### src/rtl/dmem_arb_pkg.sv
// Shared state encoding, default memory depth and the index-width helper for the
// data-memory arbiter.
package dmem_arb_pkg;

    localparam logic [1:0] ST_IDLE  = 2'd0;
    localparam logic [1:0] ST_BURST = 2'd1;
    localparam logic [1:0] ST_DONE  = 2'd2;

    localparam int DEPTH_DEF = 128;

    // Address bits needed to index DEPTH words; never less than one bit.
    function automatic int idx_w(input int depth);
        return (depth <= 2) ? 1 : $clog2(depth);
    endfunction

endpackage

### src/rtl/dmem_dma_ctr.sv
// DMA burst bookkeeping: current word index, beats remaining and the CPU-denial wait counter.
// Loaded at burst start, stepped on each granted beat, bumped (saturating) on each denied BURST cycle.
module dmem_dma_ctr
    import dmem_arb_pkg::*;
#(
    parameter int DEPTH    = DEPTH_DEF,
    parameter int LEN_W    = 8,
    parameter int MAX_WAIT = 4
) (
    input  logic                    i_clk,
    input  logic                    i_rst,
    input  logic                    i_load,
    input  logic                    i_step,
    input  logic                    i_deny,
    input  logic [idx_w(DEPTH)-1:0] i_base,
    input  logic [LEN_W-1:0]        i_len,
    output logic [idx_w(DEPTH)-1:0] o_cur_addr,
    output logic [LEN_W-1:0]        o_remain,
    output logic                    o_wait_sat
);

    localparam int AW = idx_w(DEPTH);
    localparam int WW = (MAX_WAIT < 1) ? 1 : $clog2(MAX_WAIT + 1);
    localparam logic [WW-1:0] WMAX = WW'(MAX_WAIT);
    localparam logic [AW-1:0] LAST = AW'(DEPTH - 1);

    logic [AW-1:0]    r_cur_addr;
    logic [LEN_W-1:0] r_remain;
    logic [WW-1:0]    r_wait_cnt;

    always_ff @(posedge i_clk) begin
        if (i_rst) begin
            r_cur_addr <= '0;
            r_remain   <= '0;
            r_wait_cnt <= '0;
        end else if (i_load) begin
            r_cur_addr <= i_base;
            r_remain   <= i_len;
            r_wait_cnt <= '0;
        end else if (i_step) begin
            // Explicit wrap so non-power-of-two depths still index legally.
            r_cur_addr <= (r_cur_addr == LAST) ? '0 : r_cur_addr + 1'b1;
            r_remain   <= r_remain - 1'b1;
            r_wait_cnt <= '0;
        end else if (i_deny && (r_wait_cnt < WMAX)) begin
            r_wait_cnt <= r_wait_cnt + 1'b1;
        end
    end

    assign o_cur_addr = r_cur_addr;
    assign o_remain   = r_remain;
    assign o_wait_sat = (r_wait_cnt >= WMAX);

endmodule

### src/rtl/dmem_arbiter.sv
// Shares one single-port data memory between the MEM stage (priority) and a burst DMA engine;
// the CPU sees 0 wait states unless the DMA has been denied MAX_WAIT cycles, which forces a stalled beat.
module dmem_arbiter
    import dmem_arb_pkg::*;
#(
    parameter int DEPTH    = DEPTH_DEF,
    parameter int MAX_WAIT = 4,
    parameter int LEN_W    = 8
) (
    input  logic             CLK,
    input  logic             Reset,
    input  logic             CpuReq,
    input  logic             CpuWE,
    input  logic [31:0]      CpuAddr,
    input  logic [31:0]      CpuWD,
    output logic [31:0]      CpuRD,
    output logic             CpuStall,
    input  logic             DmaStart,
    input  logic             DmaWE,
    input  logic [31:0]      DmaBase,
    input  logic [LEN_W-1:0] DmaLen,
    input  logic [31:0]      DmaWD,
    output logic [31:0]      DmaRD,
    output logic             DmaBeat,
    output logic             DmaBusy,
    output logic             DmaDone,
    output logic [31:0]      MemAddr,
    output logic             MemWE,
    output logic [31:0]      MemWD,
    input  logic [31:0]      MemRD
);

    localparam int AW = idx_w(DEPTH);

    logic [1:0]       r_state;
    logic [1:0]       w_state_nxt;
    logic             r_dir_we;
    logic             w_load;
    logic             w_grant;
    logic             w_deny;
    logic             w_wait_sat;
    logic [AW-1:0]    w_cur_addr;
    logic [AW-1:0]    w_cpu_idx;
    logic [AW-1:0]    w_base_idx;
    logic [LEN_W-1:0] w_remain;

    assign w_cpu_idx  = AW'(CpuAddr % 32'(DEPTH));
    assign w_base_idx = AW'(DmaBase % 32'(DEPTH));

    assign w_load  = !Reset && (r_state == ST_IDLE) && DmaStart;
    assign w_grant = !Reset && (r_state == ST_BURST) && (!CpuReq || w_wait_sat);
    assign w_deny  = !Reset && (r_state == ST_BURST) && !w_grant;

    dmem_dma_ctr #(
        .DEPTH    (DEPTH),
        .LEN_W    (LEN_W),
        .MAX_WAIT (MAX_WAIT)
    ) u_ctr (
        .i_clk      (CLK),
        .i_rst      (Reset),
        .i_load     (w_load),
        .i_step     (w_grant),
        .i_deny     (w_deny),
        .i_base     (w_base_idx),
        .i_len      (DmaLen),
        .o_cur_addr (w_cur_addr),
        .o_remain   (w_remain),
        .o_wait_sat (w_wait_sat)
    );

    always_ff @(posedge CLK) begin
        if (Reset) begin
            r_state  <= ST_IDLE;
            r_dir_we <= 1'b0;
        end else begin
            r_state <= w_state_nxt;
            if (w_load) r_dir_we <= DmaWE;
        end
    end

    always_comb begin
        w_state_nxt = r_state;
        case (r_state)
            ST_IDLE:  if (DmaStart) w_state_nxt = (DmaLen != '0) ? ST_BURST : ST_DONE;
            ST_BURST: if (w_grant && (w_remain == LEN_W'(1))) w_state_nxt = ST_DONE;
            ST_DONE:  w_state_nxt = ST_IDLE;
            default:  w_state_nxt = ST_IDLE;
        endcase
    end

    // The CPU owns the port by default; a DMA grant overrides the whole memory bus.
    always_comb begin
        MemAddr  = {{(32-AW){1'b0}}, w_cpu_idx};
        MemWE    = !Reset && CpuReq && CpuWE;
        MemWD    = CpuWD;
        DmaBeat  = 1'b0;
        CpuStall = 1'b0;
        if (w_grant) begin
            MemAddr  = {{(32-AW){1'b0}}, w_cur_addr};
            MemWE    = r_dir_we;
            MemWD    = DmaWD;
            DmaBeat  = 1'b1;
            CpuStall = CpuReq;
        end
        DmaBusy = !Reset && ((r_state == ST_BURST) || (r_state == ST_DONE));
        DmaDone = !Reset && (r_state == ST_DONE);
    end

    assign CpuRD = MemRD;
    assign DmaRD = MemRD;

endmodule

### config.mk
export PLATFORM = sky130hd
export DESIGN_NAME = dmem_arbiter
export DESIGN_NICKNAME = d
export VERILOG_FILES = /design/src/rtl/dmem_arb_pkg.sv /design/src/rtl/dmem_dma_ctr.sv /design/src/rtl/dmem_arbiter.sv
export SDC_FILE = /design/constraint.sdc
export NUM_CORES = 1
export LEC_CHECK = 0
export ABC_CLOCK_PERIOD_IN_PS = 3060
export CELL_PAD_IN_SITES_DETAIL_PLACEMENT = 1
export CELL_PAD_IN_SITES_GLOBAL_PLACEMENT = 1
export CORE_ASPECT_RATIO = 2
export CORE_UTILIZATION = 19
export CTS_CLUSTER_DIAMETER = 120
export CTS_CLUSTER_SIZE = 24
export DETAILED_ROUTE_END_ITERATION = 12
export PLACE_DENSITY_LB_ADDON = 0.1
export REMOVE_ABC_BUFFERS = 1
export SKIP_LAST_GASP = 1
export SLEW_MARGIN = 20
export SYNTH_ARGS = -nofsm -noshare
export SYNTH_HDL_FRONTEND = slang
export SYNTH_HIERARCHICAL = 1
export SYNTH_SLANG_ARGS = --single-unit
### constraint.sdc
create_clock -name CLK -period 3.06 [get_ports CLK]
set_input_delay 0.612 -clock CLK [delete_from_list [all_inputs] [get_ports CLK]]
set_output_delay 0.612 -clock CLK [all_outputs]
set_load 0.1 [all_outputs]
==> PnR_summary.wiki <==
{| class="wikitable"
! Metric !! Value
|-
| Final-report setup violation count || 0
|-
| Slowest stage cell, crit path || sky130_fd_sc_hd__clkdlybuf4s50_1
|-
| Max clock buf depth || 2
|-
| Crit path buf inv count || 3
|-
| Worst hold slack || between 0.4 and 0.5 ns
|-
| Cell area power density || 417.1 nW/um^2
|-
| Leading post-synthesis cells by cell area || sky130_fd_sc_hd__buf_4 26%, sky130_fd_sc_hd__mux2_4 21%, sky130_fd_sc_hd__dfxtp_1 16%
|-
| Wire length of the first global-routing pass || 20470 um
|-
| Largest net degree at the start of global routing || 25
|-
| Area growth from synthesis to layout || 55.40%
|-
| Number of detailed-route iterations in the first pass || 4
|-
| Number of buffers inserted by post-CTS setup repair || 0
|-
| Ordered cell list for the critical path || clkdlybuf4s50_1 -> nand2b_1 -> nor2b_4 -> buf_12 -> mux2_2 -> buf_12
|-
| Hold path cells || 2
|-
| Number of enable flip-flop cells after synthesis || 0
|-
| Finished layout cell area || between 4000 and 5000 um^2
|-
| Total standard cell area after synthesis || approximately 2600 um^2
|-
| Die boundary width || 85.00 um
|-
| Proportion of register bits with asynchronous set or reset after synthesis || 0
|-
| Count of final max-slew check failures || 0
|-
| DIE AREA || 14280 um^2
|-
| Main synth FF type || sky130_fd_sc_hd__dfxtp_1
|-
| Maximum frequency from static timing analysis || 336.6 MHz
|-
| Post-route non-filler standard cell count || 514
|-
| Worst-path maximum fanout || 14
|-
| Endpoint class of the critical path || output pin
|-
| Aggregate global-route resource usage || 0.2182
|-
| Total wire length after detailed routing || roughly 16000 um
|-
| Via count of the first global-routing pass || 2282
|-
| Most common cell after layout, fill and taps aside || sky130_fd_sc_hd__clkdlybuf4s50_1
|-
| I/O Buffers || around 140
|-
| CTS buffer count || 3
|-
| Max_slew headroom || 0.6618
|-
| Average via count per standard cell || 4.325
|-
| HP Class || flop to flop
|-
| Core area || 13440 um^2
|-
| Number of cells on the critical path || 6
|-
| First-iteration detailed-routing DRC count || 28
|-
| CTS root buffer || sky130_fd_sc_hd__clkbuf_16
|-
| Area share of the leading cell type in the synthesized netlist || 0.2553
|-
| Fraction of the yosys area taken by sequential cells || 0.1606
|-
| Number of top-level design ports || slightly above 300
|-
| Cell class contributing the biggest share of worst-path delay || buffers and inverters
|-
| DPL Wire Length || between 10000 and 15000 um
|-
| Unrepaired setup endpoints after global routing || false
|-
| Post-detailed-route count of antenna-violating nets || 0
|-
| DRC violation count after routing || 0
|-
| Slowest Stage Delay on Critical Path || 0.47 ns
|-
| Worst clock skew || 0.002214 ns
|-
| Seq cells post-synth || 21
|-
| Start-to-end type of the worst setup path || input port to output pin
|-
| Count of cell types in the netlist || 48
|-
| Clock tree from TritonCTS || built
|-
| Synth warnings || 6
|-
| Cell type contributing the most total cell area after synthesis || sky130_fd_sc_hd__buf_4
|-
| Outcome || finished, final reports clean
|-
| Static power due to leakage || 0.001695 uW
|-
| CTS clk-pin slew, worst paths || 0.06 ns
|-
| Min Tclk post-route || 2.971 ns
|-
| Reg2Reg Depth || 9
|-
| Kind of start point of the critical path || input port
|-
| Clock insertion delay at the later pin of the skew report || 0.26 ns
|-
| Die H || 168.0 um
|-
| Crit path arrival time || 2.36 ns
|-
| Clock H-tree levels || 1
|-
| Number of fill cells || 1502
|-
| Part of the cycle the worst path needs || 0.9709
|-
| Share of cells above drive strength 1 || 0.2758
|-
| Required arrival time at the worst endpoint || roughly 2.5 ns
|-
| Num rows || 60
|-
| Fin. Hold Viols || 0
|-
| Total clock sinks || 21
|-
| Peak supply drop || roughly 0.21 mV
|-
| Number of gates given a new drive strength after cts || 0
|-
| Antenna violations before repair || 0
|-
| Max capacitance violation total || 0
|-
| Cell mode on critical path || sky130_fd_sc_hd__buf_12
|-
| Vias after detailed routing || 2223
|-
| Effective utilization at floorplan || 0.1948
|-
| Total inserted antenna cells || 0
|-
| Post-detailed-route wirelength per cell || between 30 and 40 um
|-
| Commonest cells after routing, fill and taps aside || 91 x sky130_fd_sc_hd__clkdlybuf4s50_1, 46 x sky130_fd_sc_hd__buf_12, 36 x sky130_fd_sc_hd__mux2_4, 25 x sky130_fd_sc_hd__conb_1
|-
| Count of hold buffers inserted by post-cts repair || 0
|-
| Number of cells produced by synthesis || a little under 300
|-
| Routability Congestion || 0.8211
|-
| Final net count || 541
|-
| Average size of a mapped cell || 9.057 um^2
|-
| Final sum of negative setup slack || 0 ns
|-
| Placed insts || 510
|-
| Placed Area || 3989 um^2
|-
| Transition time of the tightest slew-check pin || 0.5067 ns
|-
| Congestion Overflow GR || 0
|}
==> cells in the mapped netlist (all sizes together), types with 3 or more instances <==
library cell	n
a21oi	15
buf	97
clkbuf	4
dfxtp	21
ha	7
inv	13
mux2	39
mux2i	5
nand2	9
nand4	3
nor2	22
nor2b	3
o21a	5
or3	3
or4	3
xnor2	6
xor2	6
==> sequential cells by signal, indices dropped and copies added, names as in the netlist <==
signal,flops
u_ctr/r_wait_cnt,3
u_ctr/o_cur_addr,7
r_state,2
u_ctr/o_remain,8
r_dir_we,1
==> per-layer routing <==
layer  GRT usage  wire length [um]
met3      0.1515              2721
met5           0                 0
met1      0.1582              3908
met2      0.4109              8518
met4      0.1054               726
==> power breakdown <==
| group | total (uW) | switching [uW] | leakage, uW | internal (uW) |
|---|---|---|---|---|
| clock | 289 | 111 | 0.0000382 | 178 |
| combinational | 1070 | 665 | 0.00149 | 408 |
| sequential | 334 | 33.6 | 0.000172 | 300 |
| total | 1700 | 810 | 0.00170 | 887 |
==> stage by stage <==
stage / setup slack, ns / utilization / power, uW
2_1_floorplan: -1.105 / - / 1013
3_3_place_gp: 0.05932 / 0.2968 / 1411
3_5_place_dp: 0.06587 / 0.2968 / 1414
4_1_cts: 0.04979 / 0.3027 / 1714
5_1_grt: 0.008514 / 0.3027 / 1760
6_report: 0.08897 / 0.3027 / 1697
==> layout make-up <==
class                           instances  area (um^2)  share of cell area
Timing Repair Buffer                  143         1877              0.4614
Multi-Input combinational cell        178         1449              0.3562
Sequential cell                        21        420.4              0.1034
Tap cell                              155        193.9             0.04768
Clock buffer                            4        78.83             0.01938
Inverter                               13        48.80             0.01200
==> cells by family (layout without fill, tap and decap cells) <==
kind of cell | count (synthesis) | after routing | synth area share
buffers and inverters | 114 | 160 | 0.3212
AND/OR/NAND/NOR | 60 | 60 | 0.1319
multiplexers | 44 | 44 | 0.2385
AO/OA/AOI/OAI | 30 | 30 | 0.07266
flip-flops | 21 | 21 | 0.1606
XOR/XNOR | 12 | 12 | 0.04015
adder cells (fa/ha/maj) | 7 | 7 | 0.03346
other | 1 | 25 | 0.001433
==> final timing paths <==
path                                               from                        endpoint  slack (ns)
worst max-delay path                             CpuReq                       MemWD[31]        0.09
worst min-delay path              r_dir_we$_SDFFE_PP0P_           r_dir_we$_SDFFE_PP0P_        0.47
worst max register to register  r_state[1]$_SDFFE_PP0P_  u_ctr/o_remain[7]$_SDFFE_PP0P_        0.73
worst min register to register    r_dir_we$_SDFFE_PP0P_           r_dir_we$_SDFFE_PP0P_        0.47
==> tightest hold or removal path, stage by stage (launching register included) <==
cell,delay [ns]
sky130_fd_sc_hd__dfxtp_1,0.32
sky130_fd_sc_hd__nand2_1,0.06
sky130_fd_sc_hd__a21oi_1,0.05
Power figures use the tool's default switching activity.
